File: config.mk
export PLATFORM = sky130hd
export DESIGN_NAME = branch_cond_unit_flat
export DESIGN_NICKNAME = d
export VERILOG_FILES = /design/src/rtl/branch_cond_unit_pkg.sv /design/src/rtl/branch_cond_unit_if.sv /design/src/rtl/branch_cond_unit_cond_eval.sv /design/src/rtl/branch_cond_unit.sv /design/src/flat_wrapper.sv
export SDC_FILE = /design/constraint.sdc
export NUM_CORES = 1
export LEC_CHECK = 0
export CORE_ASPECT_RATIO = 0.8
export CORE_MARGIN = 2
export CORE_UTILIZATION = 49
export CTS_CLUSTER_DIAMETER = 40
export DETAILED_ROUTE_END_ITERATION = 10
export PLACE_DENSITY = 0.79
export SKIP_LAST_GASP = 1
export SLEW_MARGIN = 20
export SYNTH_ARGS = -nofsm -noshare
export SYNTH_HDL_FRONTEND = slang
export SYNTH_SLANG_ARGS = --single-unit
File: constraint.sdc
create_clock -name clk -period 2 [get_ports clk]
set_input_delay 0.4 -clock clk [delete_from_list [all_inputs] [get_ports clk]]
set_output_delay 0.4 -clock clk [all_outputs]
set_load 0.02 [all_outputs]
File: src/rtl/branch_cond_unit_pkg.sv
// ----------------------------------------------------------------------------
// branch_cond_unit_pkg
// Shared definitions for the branch condition unit:
//   - default PC/target address width (AW_DEFAULT)
//   - condition-code width and the eight condition-code constants
//   - FSM state enumeration
//   - saturating 16-bit increment helper used by the optional statistics
// ----------------------------------------------------------------------------
package branch_cond_unit_pkg;

  localparam int AW_DEFAULT = 16;
  localparam int CW         = 3;

  // Condition codes (fixed encoding)
  localparam logic [CW-1:0] COND_ALWAYS = 3'd0;
  localparam logic [CW-1:0] COND_EQ     = 3'd1;
  localparam logic [CW-1:0] COND_NE     = 3'd2;
  localparam logic [CW-1:0] COND_LT     = 3'd3;
  localparam logic [CW-1:0] COND_GE     = 3'd4;
  localparam logic [CW-1:0] COND_GT     = 3'd5;
  localparam logic [CW-1:0] COND_LE     = 3'd6;
  localparam logic [CW-1:0] COND_NEVER  = 3'd7;

  typedef enum logic [1:0] {
    ST_IDLE = 2'd0,
    ST_EVAL = 2'd1,
    ST_RESP = 2'd2
  } state_e;

  // Counter increment that sticks at all-ones instead of wrapping.
  function automatic logic [15:0] sat_inc16(input logic [15:0] value, input logic en);
    logic [15:0] result;
    if (en && (value != 16'hFFFF)) begin
      result = value + 16'd1;
    end else begin
      result = value;
    end
    return result;
  endfunction

endpackage

File: src/rtl/branch_cond_unit_if.sv
// ----------------------------------------------------------------------------
// branch_cond_unit_if
// Groups the two handshakes of the branch condition unit:
//   branch request (decode -> unit): br_valid, br_ready, br_cond, br_target, br_pc
//   redirect       (unit -> fetch) : redir_valid, redir_ready, redir_pc, redir_taken
// Modports:
//   slave  - the branch condition unit itself
//   master - the surrounding pipeline (decode + fetch side)
// ----------------------------------------------------------------------------
interface branch_cond_unit_if
  import branch_cond_unit_pkg::*;
#(
  parameter int AW = AW_DEFAULT
) ();

  logic          br_valid;
  logic          br_ready;
  logic [CW-1:0] br_cond;
  logic [AW-1:0] br_target;
  logic [AW-1:0] br_pc;

  logic          redir_valid;
  logic          redir_ready;
  logic [AW-1:0] redir_pc;
  logic          redir_taken;

  modport slave (
    input  br_valid, br_cond, br_target, br_pc, redir_ready,
    output br_ready, redir_valid, redir_pc, redir_taken
  );

  modport master (
    output br_valid, br_cond, br_target, br_pc, redir_ready,
    input  br_ready, redir_valid, redir_pc, redir_taken
  );

endinterface

File: src/rtl/branch_cond_unit_cond_eval.sv
// ----------------------------------------------------------------------------
// cond_eval
// Purely combinational condition evaluator: decides whether a condition code
// holds for a given ZF/CF pair. Kept standalone so other consumers of the
// flags (e.g. a conditional-move path) can reuse it unchanged.
// Ports:
//   cond  in  CW  condition code
//   zf    in  1   zero flag
//   cf    in  1   carry / less-than flag
//   taken out 1   condition holds
// ----------------------------------------------------------------------------
module cond_eval
  import branch_cond_unit_pkg::*;
(
  input  logic [CW-1:0] cond,
  input  logic          zf,
  input  logic          cf,
  output logic          taken
);

  // Condition truth table
  always_comb begin
    taken = 1'b0;
    case (cond)
      COND_ALWAYS: taken = 1'b1;
      COND_EQ:     taken = zf;
      COND_NE:     taken = ~zf;
      COND_LT:     taken = cf;
      COND_GE:     taken = ~cf;
      COND_GT:     taken = ~zf & ~cf;
      COND_LE:     taken = zf | cf;
      COND_NEVER:  taken = 1'b0;
      default:     taken = 1'b0;
    endcase
  end

endmodule

File: src/rtl/branch_cond_unit.sv
// ----------------------------------------------------------------------------
// branch_cond_unit
// Holds the architectural ZF/CF flag register, accepts branch requests from
// decode, evaluates the condition against the stored flags and issues a
// next-PC redirect to fetch.
//
// Ports:
//   clk, rst_n          clock (rising edge), asynchronous active-low reset
//   flag_we, zf_in, cf_in  flag register write port (accepted in every state)
//   bus (slave)         branch request and redirect handshakes
//   zf, cf              stored flags
// Optional (macro BRANCH_STATS_EN):
//   stat_branches[15:0] number of evaluated branches (saturating)
//   stat_taken[15:0]    number of taken branches (saturating)
//
// Timing: a request accepted in IDLE is evaluated in the following EVAL cycle
// and the redirect is presented from the next cycle on, held until fetch
// accepts it. A flag write on the accept edge is seen by that branch; a write
// on the EVAL edge is not (the evaluation uses the pre-edge register value).
// ----------------------------------------------------------------------------
module branch_cond_unit
  import branch_cond_unit_pkg::*;
#(
  parameter int AW = AW_DEFAULT
) (
  input  logic                clk,
  input  logic                rst_n,
  input  logic                flag_we,
  input  logic                zf_in,
  input  logic                cf_in,
  branch_cond_unit_if.slave   bus,
  output logic                zf,
  output logic                cf
`ifdef BRANCH_STATS_EN
  ,
  output logic [15:0]         stat_branches,
  output logic [15:0]         stat_taken
`endif
);

  state_e        state_r;
  state_e        state_nxt_s;

  logic          zf_r;
  logic          cf_r;

  logic [CW-1:0] cond_r;
  logic [AW-1:0] target_r;
  logic [AW-1:0] pc_r;

  logic          br_ready_r;
  logic          redir_valid_r;
  logic [AW-1:0] redir_pc_r;
  logic          redir_taken_r;

  logic          accept_s;
  logic          eval_s;
  logic          taken_s;
  logic [AW-1:0] pc_inc_s;

  assign accept_s = (state_r == ST_IDLE) & bus.br_valid;
  assign eval_s   = (state_r == ST_EVAL);
  // Natural AW-bit wrap: all-ones + 1 = 0
  assign pc_inc_s = pc_r + {{(AW-1){1'b0}}, 1'b1};

  cond_eval u_cond_eval (
    .cond  (cond_r),
    .zf    (zf_r),
    .cf    (cf_r),
    .taken (taken_s)
  );

  // Next-state logic
  always_comb begin
    state_nxt_s = state_r;
    case (state_r)
      ST_IDLE: begin
        if (bus.br_valid) begin
          state_nxt_s = ST_EVAL;
        end else begin
          state_nxt_s = ST_IDLE;
        end
      end
      ST_EVAL: state_nxt_s = ST_RESP;
      ST_RESP: begin
        if (bus.redir_ready) begin
          state_nxt_s = ST_IDLE;
        end else begin
          state_nxt_s = ST_RESP;
        end
      end
      default: state_nxt_s = ST_IDLE;
    endcase
  end

  // State register; br_ready is registered alongside as a decode of the next state
  always_ff @(posedge clk or negedge rst_n) begin
    if (!rst_n) begin
      state_r    <= ST_IDLE;
      br_ready_r <= 1'b1;
    end else begin
      state_r    <= state_nxt_s;
      br_ready_r <= (state_nxt_s == ST_IDLE);
    end
  end

  // Architectural flag register, writable in any state, stored verbatim
  always_ff @(posedge clk or negedge rst_n) begin
    if (!rst_n) begin
      zf_r <= 1'b0;
      cf_r <= 1'b0;
    end else if (flag_we) begin
      zf_r <= zf_in;
      cf_r <= cf_in;
    end
  end

  // Request capture on acceptance
  always_ff @(posedge clk or negedge rst_n) begin
    if (!rst_n) begin
      cond_r   <= COND_ALWAYS;
      target_r <= {AW{1'b0}};
      pc_r     <= {AW{1'b0}};
    end else if (accept_s) begin
      cond_r   <= bus.br_cond;
      target_r <= bus.br_target;
      pc_r     <= bus.br_pc;
    end
  end

  // Redirect payload, computed in EVAL and held until the next evaluation
  always_ff @(posedge clk or negedge rst_n) begin
    if (!rst_n) begin
      redir_taken_r <= 1'b0;
      redir_pc_r    <= {AW{1'b0}};
    end else if (eval_s) begin
      redir_taken_r <= taken_s;
      redir_pc_r    <= taken_s ? target_r : pc_inc_s;
    end
  end

  // Redirect valid: set leaving EVAL, cleared when fetch accepts in RESP
  always_ff @(posedge clk or negedge rst_n) begin
    if (!rst_n) begin
      redir_valid_r <= 1'b0;
    end else if (eval_s) begin
      redir_valid_r <= 1'b1;
    end else if ((state_r == ST_RESP) && bus.redir_ready) begin
      redir_valid_r <= 1'b0;
    end
  end

`ifdef BRANCH_STATS_EN
  logic [15:0] stat_branches_r;
  logic [15:0] stat_taken_r;

  // Saturating branch / taken counters, stepped once per evaluation
  always_ff @(posedge clk or negedge rst_n) begin
    if (!rst_n) begin
      stat_branches_r <= 16'h0000;
      stat_taken_r    <= 16'h0000;
    end else begin
      stat_branches_r <= sat_inc16(stat_branches_r, eval_s);
      stat_taken_r    <= sat_inc16(stat_taken_r, eval_s & taken_s);
    end
  end

  assign stat_branches = stat_branches_r;
  assign stat_taken    = stat_taken_r;
`endif

  assign bus.br_ready    = br_ready_r;
  assign bus.redir_valid = redir_valid_r;
  assign bus.redir_pc    = redir_pc_r;
  assign bus.redir_taken = redir_taken_r;
  assign zf              = zf_r;
  assign cf              = cf_r;

endmodule

File: src/flat_wrapper.sv
// flat-port wrapper written by rule: the top's interface ports become plain ports
module branch_cond_unit_flat import branch_cond_unit_pkg::*;
#(
  parameter int AW = AW_DEFAULT
)
  (clk, rst_n, flag_we, zf_in, cf_in, zf, cf, bus_br_valid, bus_br_cond, bus_br_target, bus_br_pc, bus_redir_ready, bus_br_ready, bus_redir_valid, bus_redir_pc, bus_redir_taken);
  branch_cond_unit_if #(.AW(AW)) bus_i ();
  input  logic clk;
  input  logic rst_n;
  input  logic flag_we;
  input  logic zf_in;
  input  logic cf_in;
  output logic zf;
  output logic cf;
  input wire logic [$bits(bus_i.br_valid)-1:0] bus_br_valid;
  input wire logic [$bits(bus_i.br_cond)-1:0] bus_br_cond;
  input wire logic [$bits(bus_i.br_target)-1:0] bus_br_target;
  input wire logic [$bits(bus_i.br_pc)-1:0] bus_br_pc;
  input wire logic [$bits(bus_i.redir_ready)-1:0] bus_redir_ready;
  output wire logic [$bits(bus_i.br_ready)-1:0] bus_br_ready;
  output wire logic [$bits(bus_i.redir_valid)-1:0] bus_redir_valid;
  output wire logic [$bits(bus_i.redir_pc)-1:0] bus_redir_pc;
  output wire logic [$bits(bus_i.redir_taken)-1:0] bus_redir_taken;
  assign bus_i.br_valid = bus_br_valid;
  assign bus_i.br_cond = bus_br_cond;
  assign bus_i.br_target = bus_br_target;
  assign bus_i.br_pc = bus_br_pc;
  assign bus_i.redir_ready = bus_redir_ready;
  assign bus_br_ready = bus_i.br_ready;
  assign bus_redir_valid = bus_i.redir_valid;
  assign bus_redir_pc = bus_i.redir_pc;
  assign bus_redir_taken = bus_i.redir_taken;
  branch_cond_unit #(.AW(AW)) u_core (.clk(clk), .rst_n(rst_n), .flag_we(flag_we), .zf_in(zf_in), .cf_in(cf_in), .bus(bus_i), .zf(zf), .cf(cf));
endmodule
# After elaboration in Yosys (flattened, before gate mapping)
# Cells that the tools add are included.
dict set report totals {
  out_inout_bits 21
  latch_bits 0
  n_memories 0
  word_cells 37
  mem_bits_ro 0
  in_bits 42
  reg_bits 58
  mem_bits_rw 0
}
dict set report op_classes {
  mux 7
  n_eq_ne 9
  n_addsub 1
  reduce_logical 5
  bitwise 5
  shifts 0
  magnitude_cmp 0
  n_mul 0
  div 0
}
# op count
set op_table {}
lappend op_table {{$add 16x1->16 const B} 1}
lappend op_table {{$mux 16} 1}
lappend op_table {{$eq 3x3->1 const B} 4}
lappend op_table {{$pmux 1 s8} 1}
lappend op_table {{$eq 3x2->1 const B} 2}
lappend op_table {{$pmux 2 s3} 1}
lappend op_table {{$logic_not 2->1} 2}
lappend op_table {{$eq 3x1->1 const B} 1}
lappend op_table {{$logic_not 3->1} 1}
lappend op_table {{$mux 1} 3}
lappend op_table {{$and 1x1->1} 2}
lappend op_table {{$eq 2x1->1 const B} 1}
lappend op_table {{$eq 2x2->1 const B} 1}
lappend op_table {{$mux 2} 1}
lappend op_table {{$not 1->1} 2}
lappend op_table {{$reduce_bool 2->1} 1}
lappend op_table {{$logic_and 1x1->1} 1}
lappend op_table {{$or 1x1->1} 1}

# Longest topological paths before layout
dict set report depth {
  depth_word 4
  mapped_depth 7
}

# Modules after synthesis
# From an unflattened synthesis, not the netlist that was laid out.
dict set report hier_totals {
  cells_unflattened 224
  area_unflattened_um2 2605.0
}
# mod n_inst cells_each area_per_inst_um2 seq_area_each_um2
set by_module_without_submodules {}
lappend by_module_without_submodules {branch_cond_unit 1 214 2536.2 1452.6}
lappend by_module_without_submodules {cond_eval 1 10 68.8 0.0}

# Worst setup path before layout
# Ideal clock, no wire load.
dict set report synth_path {
  kind {register to register}
  start {register u_core.zf_r (netlist: u_core.zf)}
  end {register u_core.redir_pc_r[10] (netlist: u_core.bus.redir_pc[10])}
  setup_ns 0.134
  t_arrival_ns 1.547
  required_ns 1.866
  stages_incl_launch_ff 8
  period_less_slack_ns 1.682
  setup_slack_ns 0.318
  cell_sequence {dfrtp_1 -> o21bai_1 -> a21oi_1 -> o221ai_1 -> buf_2 -> buf_4 -> mux2i_1 -> o21ai_0}
}
dict set report synth_via {
  elab_chain_len 4
}
# element line_no
set synth_rtl {}
lappend synth_rtl {{start, declared} branch_cond_unit.sv:44} ;# logic zf_r;
lappend synth_rtl {{start signal, assigned} branch_cond_unit.sv:113} ;# zf_r <= zf_in;
lappend synth_rtl {{$not 1->1} {branch_cond_unit_cond_eval.sv:27, branch_cond_unit_cond_eval.sv:30}}
lappend synth_rtl {{$and 1x1->1} branch_cond_unit_cond_eval.sv:30} ;# COND_GT: taken = ~zf & ~cf;
lappend synth_rtl {{$pmux 1 s8 *} branch_cond_unit_cond_eval.sv:24} ;# case (cond)
lappend synth_rtl {{$mux 16 *} branch_cond_unit.sv:138} ;# redir_pc_r <= taken_s ? target_r : pc_inc_s;
lappend synth_rtl {{end signal, assigned} branch_cond_unit.sv:135} ;# redir_pc_r <= {AW{1'b0}};
lappend synth_rtl {{end signal, assigned} branch_cond_unit.sv:138}
lappend synth_rtl {{end, declared} branch_cond_unit.sv:53} ;# logic [AW-1:0] redir_pc_r;
# Every way passes the cells marked *; elsewhere a longest branch is shown, timed or not.
# A chain may end at the register's enable or synchronous reset.

# Final worst setup path
dict set report layout_path {
  start {register u_core.br_ready_r (netlist: u_core.bus.br_ready)}
  end {output bus_br_ready}
}
# element line_no
set layout_rtl {}
lappend layout_rtl {{start, declared} branch_cond_unit.sv:51} ;# logic br_ready_r;
lappend layout_rtl {{start signal, assigned} branch_cond_unit.sv:103} ;# br_ready_r <= (state_nxt_s == ST_IDLE);
lappend layout_rtl {{end, declared} flat_wrapper.sv:20} ;# output wire logic [$bits(bus_i.br_ready)-1:0] bus_br_ready;
# No word-level cell between the ends.

==> run_results.csv <==
group,metric,value,unit
sta,worstMarginPinSlew,0.617,ns
sta,report.final.hold_viol_count,0,
sta,rsz0062_at_grt,"false",
floorplan,chipWidth,85.4,um
synth,ys_async_sr_fraction,1.00,
cells_and_area,insertedDiodeCount,0,
power_and_ir_drop,internal_power,3500,uW
synth,synth.avg_cell_area,11.8,sq um
sta,finalClockSkew,0.00523,ns
power_and_ir_drop,comb_power_share,0.437,
grt,grt_first_pass_wirelength,8.89,mm
power_and_ir_drop,power-per-cell-area,1560,mW/mm^2
setup_path,r2r_depth,5,
cells_and_area,area_growth_from_synthesis_to_layout,35.0,%
clock_tree,cts-htree-levels,3,
drt,drt_drc_violations_left,0,
setup_path,worst_setup_path_startpoint,"u_core.bus.br_ready$_DFF_PN1_",
floorplan,row_count,23,
setup_path,cp_num_cells,1,
synth,synth.cells.most_frequent,"sky130_fd_sc_hd__dfrtp_1, sky130_fd_sc_hd__nand2_1, sky130_fd_sc_hd__mux2_2",
sta,final.min_clock_period,1.83,ns
clock_tree,tritoncts,"built",
sta,max_slew_headroom,0.588,
synth,synthDominantAreaCellType,"sky130_fd_sc_hd__dfrtp_1",
sta,slew_violations,0,
sta,clock.fmax,545,MHz
synth,synth_fp_nets,264,
sta,fin_worst_hold_slack,0.0649,ns
cells_and_area,final_layout_size_suffix_gt1_frac,0.203,
setup_path,crit_chain,"clkdlybuf4s50_1",
worst_hold_path,hp-class,"in -> async",
synth,most_frequently_used_flop_master_after_synthesis,"sky130_fd_sc_hd__dfrtp_1",
drt,drt_iter0_drc,90,
setup_path,worst-endpoint-arrival,1.43,ns
synth,yosys_warnings,0,
power_and_ir_drop,net-switching-power,1970,uW
sta,finalSetupViolCount,0,
status,result_of_the_run,"finished clean",
clock_tree,cts_sinks,58,
clock_tree,clk_transition_reported_paths,0.06,ns
cells_and_area,fin_cells,358,
placement,gp_routability_congestion,0.741,
setup_path,critPathMaxFanout,1,
clock_tree,post_cts_resize_count,0,
clock_tree,setup_fix_buffers_added_after_clock_tree_synthesis,0,
grt,via_count_of_the_first_global_routing_pass,1867,
power_and_ir_drop,total_design_power,5480,uW
sta,setup_tns,0,ns
synth,ys_ff_latch,58,
floorplan,die_height,69.1,um
synth,post-synth-top-area-fraction,0.549,
setup_path,critical_path_required,1.60,ns
setup_path,rr_endpoint,"u_core.bus.redir_pc[15]$_DFFE_PN0P_",
setup_path,worst-path-buf-inv,1,
clock_tree,cts_max_path_buffers,2,
synth,synth-compound-area-share,0.0703,
floorplan,starting_density_of_the_core,0.513,
power_and_ir_drop,power.leakage,0.00148,uW
drt,routed_wire_length_per_instance,14.4,um
synth,yosys.area_share.simple,0.106,
power_and_ir_drop,sw_frac_of_total,0.360,
drt,drt-total-wl,5.16,mm
setup_path,cp_slowest_cell,"sky130_fd_sc_hd__clkdlybuf4s50_1",
drt,detail_route.vias_per_cell,5.12,
power_and_ir_drop,clock_power_share,0.166,
synth,synthesis.area,0.00260,sq mm
drt,route.antenna.remaining_nets,0,
grt,antenna_found_initial,0,
clock_tree,clock_latency,0.33,ns
grt,grt_overflow_total,0,
setup_path,worst_setup_path_start_kind,"flip-flop",
floorplan,top_level_ports,63,
synth,yosys.area_share.adder,0.00482,
setup_path,critPathKind,"reg -> out",
synth,yosys.area_share.xor_xnor,0.0472,
clock_tree,cts-buffers-inserted,9,
grt,grt_max_degree,59,
placement,buffer_ports.inserted,62,
clock_tree,ctsRootBufferMaster,"sky130_fd_sc_hd__clkbuf_8",
synth,yosysUniqueCellTypes,30,
grt,globalRouteTotalUtil,0.195,
power_and_ir_drop,vdd_drop_max,1.01,mV
setup_path,setup.worst_path.end,"bus_br_ready",
synth,multiplexer_share_of_the_synthesized_area,0.189,
synth,largest_family_of_logic_cells_by_synthesized_area,"multiplexers",
drt,routed-via-count,1833,
power_and_ir_drop,seq_power_share,0.397,
synth,syn-instance-count,221,
synth,synth_seq_area_share,0.559,
placement,post-place-cells,342,
job,maxCapViolations,0,
synth,synthMostInstantiatedCell,"sky130_fd_sc_hd__dfrtp_1",
clock_tree,cts.hold.buffers_added,0,
cells_and_area,fillCellCount,392,
cells_and_area,number_of_nets_at_the_end_of_the_flow,334,
drt,drt_first_pass_iters,4,
setup_path,reg2reg_from,"u_core.pc_r[3]$_DFFE_PN0N_",
sta,period_share,0.917,
setup_path,max_stage_delay,0.59,ns
floorplan,core_region_area,0.00506,sq mm
setup_path,timing.reg2reg.setup_slack,0.18,ns
setup_path,critical_path.endpoint_type,"output pin",
synth,yosys-top-cells-area,"sky130_fd_sc_hd__dfrtp_1, sky130_fd_sc_hd__mux2_2, sky130_fd_sc_hd__nand2_1, sky130_fd_sc_hd__mux2i_1, sky130_fd_sc_hd__o21ai_0",
floorplan,die-area,0.00590,sq mm
placement,place.detailed.hpwl,3.60,mm
synth,post_synth_edffs,0,
setup_path,worst_path_dominant_cell_family,"buffers and inverters",
-- through the flow --
step | setup WS [ns] | area (sq um) | util
5_1_grt | 0.0824 | 3510 | 0.692
6_report | 0.165 | 3510 | 0.692
3_3_place_gp | 0.185 | 3340 | 0.660
3_5_place_dp | 0.159 | 3340 | 0.660
2_1_floorplan | 0.318 | 2600 | -
4_1_cts | 0.135 | 3510 | 0.692
-- area by class of cell --
| class | count | area (sq um) | area share |
|---|---|---|---|
| Multi-Input combinational cell | 149 | 1100 | 0.313 |
| Clock buffer | 13 | 149 | 0.0425 |
| Inverter | 5 | 18.8 | 0.00535 |
| Timing Repair Buffer | 68 | 698 | 0.199 |
| Sequential cell | 58 | 1450 | 0.414 |
| Tap cell | 62 | 77.6 | 0.0221 |
| Clock inverter | 3 | 15.0 | 0.00428 |
-- power groups by stage --
stage	registers (uW)	logic, uW	clock network, uW
2_1_floorplan	2330	1370	0
3_3_place_gp	2160	2370	0
3_5_place_dp	2190	2420	0
4_1_cts	2180	2430	946
5_1_grt	2260	2650	1010
6_report	2170	2400	910
-- layout by cell type (no fill, tap or decap), types with 4 or more instances in the layout --
| cell type | instances |
|---|---|
| sky130_fd_sc_hd__inv_1 | 5 |
| sky130_fd_sc_hd__xor2_1 | 8 |
| sky130_fd_sc_hd__mux2_2 | 33 |
| sky130_fd_sc_hd__nor2_1 | 4 |
| sky130_fd_sc_hd__clkbuf_8 | 10 |
| sky130_fd_sc_hd__clkdlybuf4s50_1 | 61 |
| sky130_fd_sc_hd__nand2_1 | 35 |
| sky130_fd_sc_hd__mux2i_1 | 12 |
| sky130_fd_sc_hd__xnor2_1 | 6 |
| sky130_fd_sc_hd__dfrtp_1 | 57 |
| sky130_fd_sc_hd__o21ai_0 | 21 |
-- cells by family after synthesis --
family / Yosys count
buf+inv: 14
simple gates: 58
xor+xnor: 14
compound gates: 31
flops: 58
mux: 45
fa+ha+maj: 1
-- state kept, by name, summed over array words and instances, names as in the netlist --
| signal | flops |
|---|---|
| u_core.bus.br_ready | 1 |
| u_core.bus.redir_pc | 16 |
| u_core.bus.redir_taken | 1 |
| u_core.bus.redir_valid | 1 |
| u_core.cf | 1 |
| u_core.cond_r | 3 |
| u_core.pc_r | 16 |
| u_core.state_r | 2 |
| u_core.target_r | 16 |
| u_core.zf | 1 |
-- per-layer routing --
metal	vias up	wire length, um	track usage
met5	-	0	0
met4	0	21	0.0529
met3	5	350	0.0862
met2	52	2330	0.286
met1	868	2450	0.265
li1	908	-	-
-- worst min-delay path by stage --
stage | from | endpoint | slack, ns
global placement | rst_n | u_core.state_r[1]$_DFF_PN0_ | 0.43
finish | rst_n | u_core.zf$_DFFE_PN0P_ | 0.06
global route | rst_n | u_core.zf$_DFFE_PN0P_ | 0.08
floorplan | rst_n | u_core.bus.redir_pc[0]$_DFFE_PN0P_ | 0.10
CTS | rst_n | u_core.state_r[1]$_DFF_PN0_ | 0.06
detailed placement | rst_n | u_core.state_r[1]$_DFF_PN0_ | 0.43
Note: power is estimated with default switching activity, not from simulation.
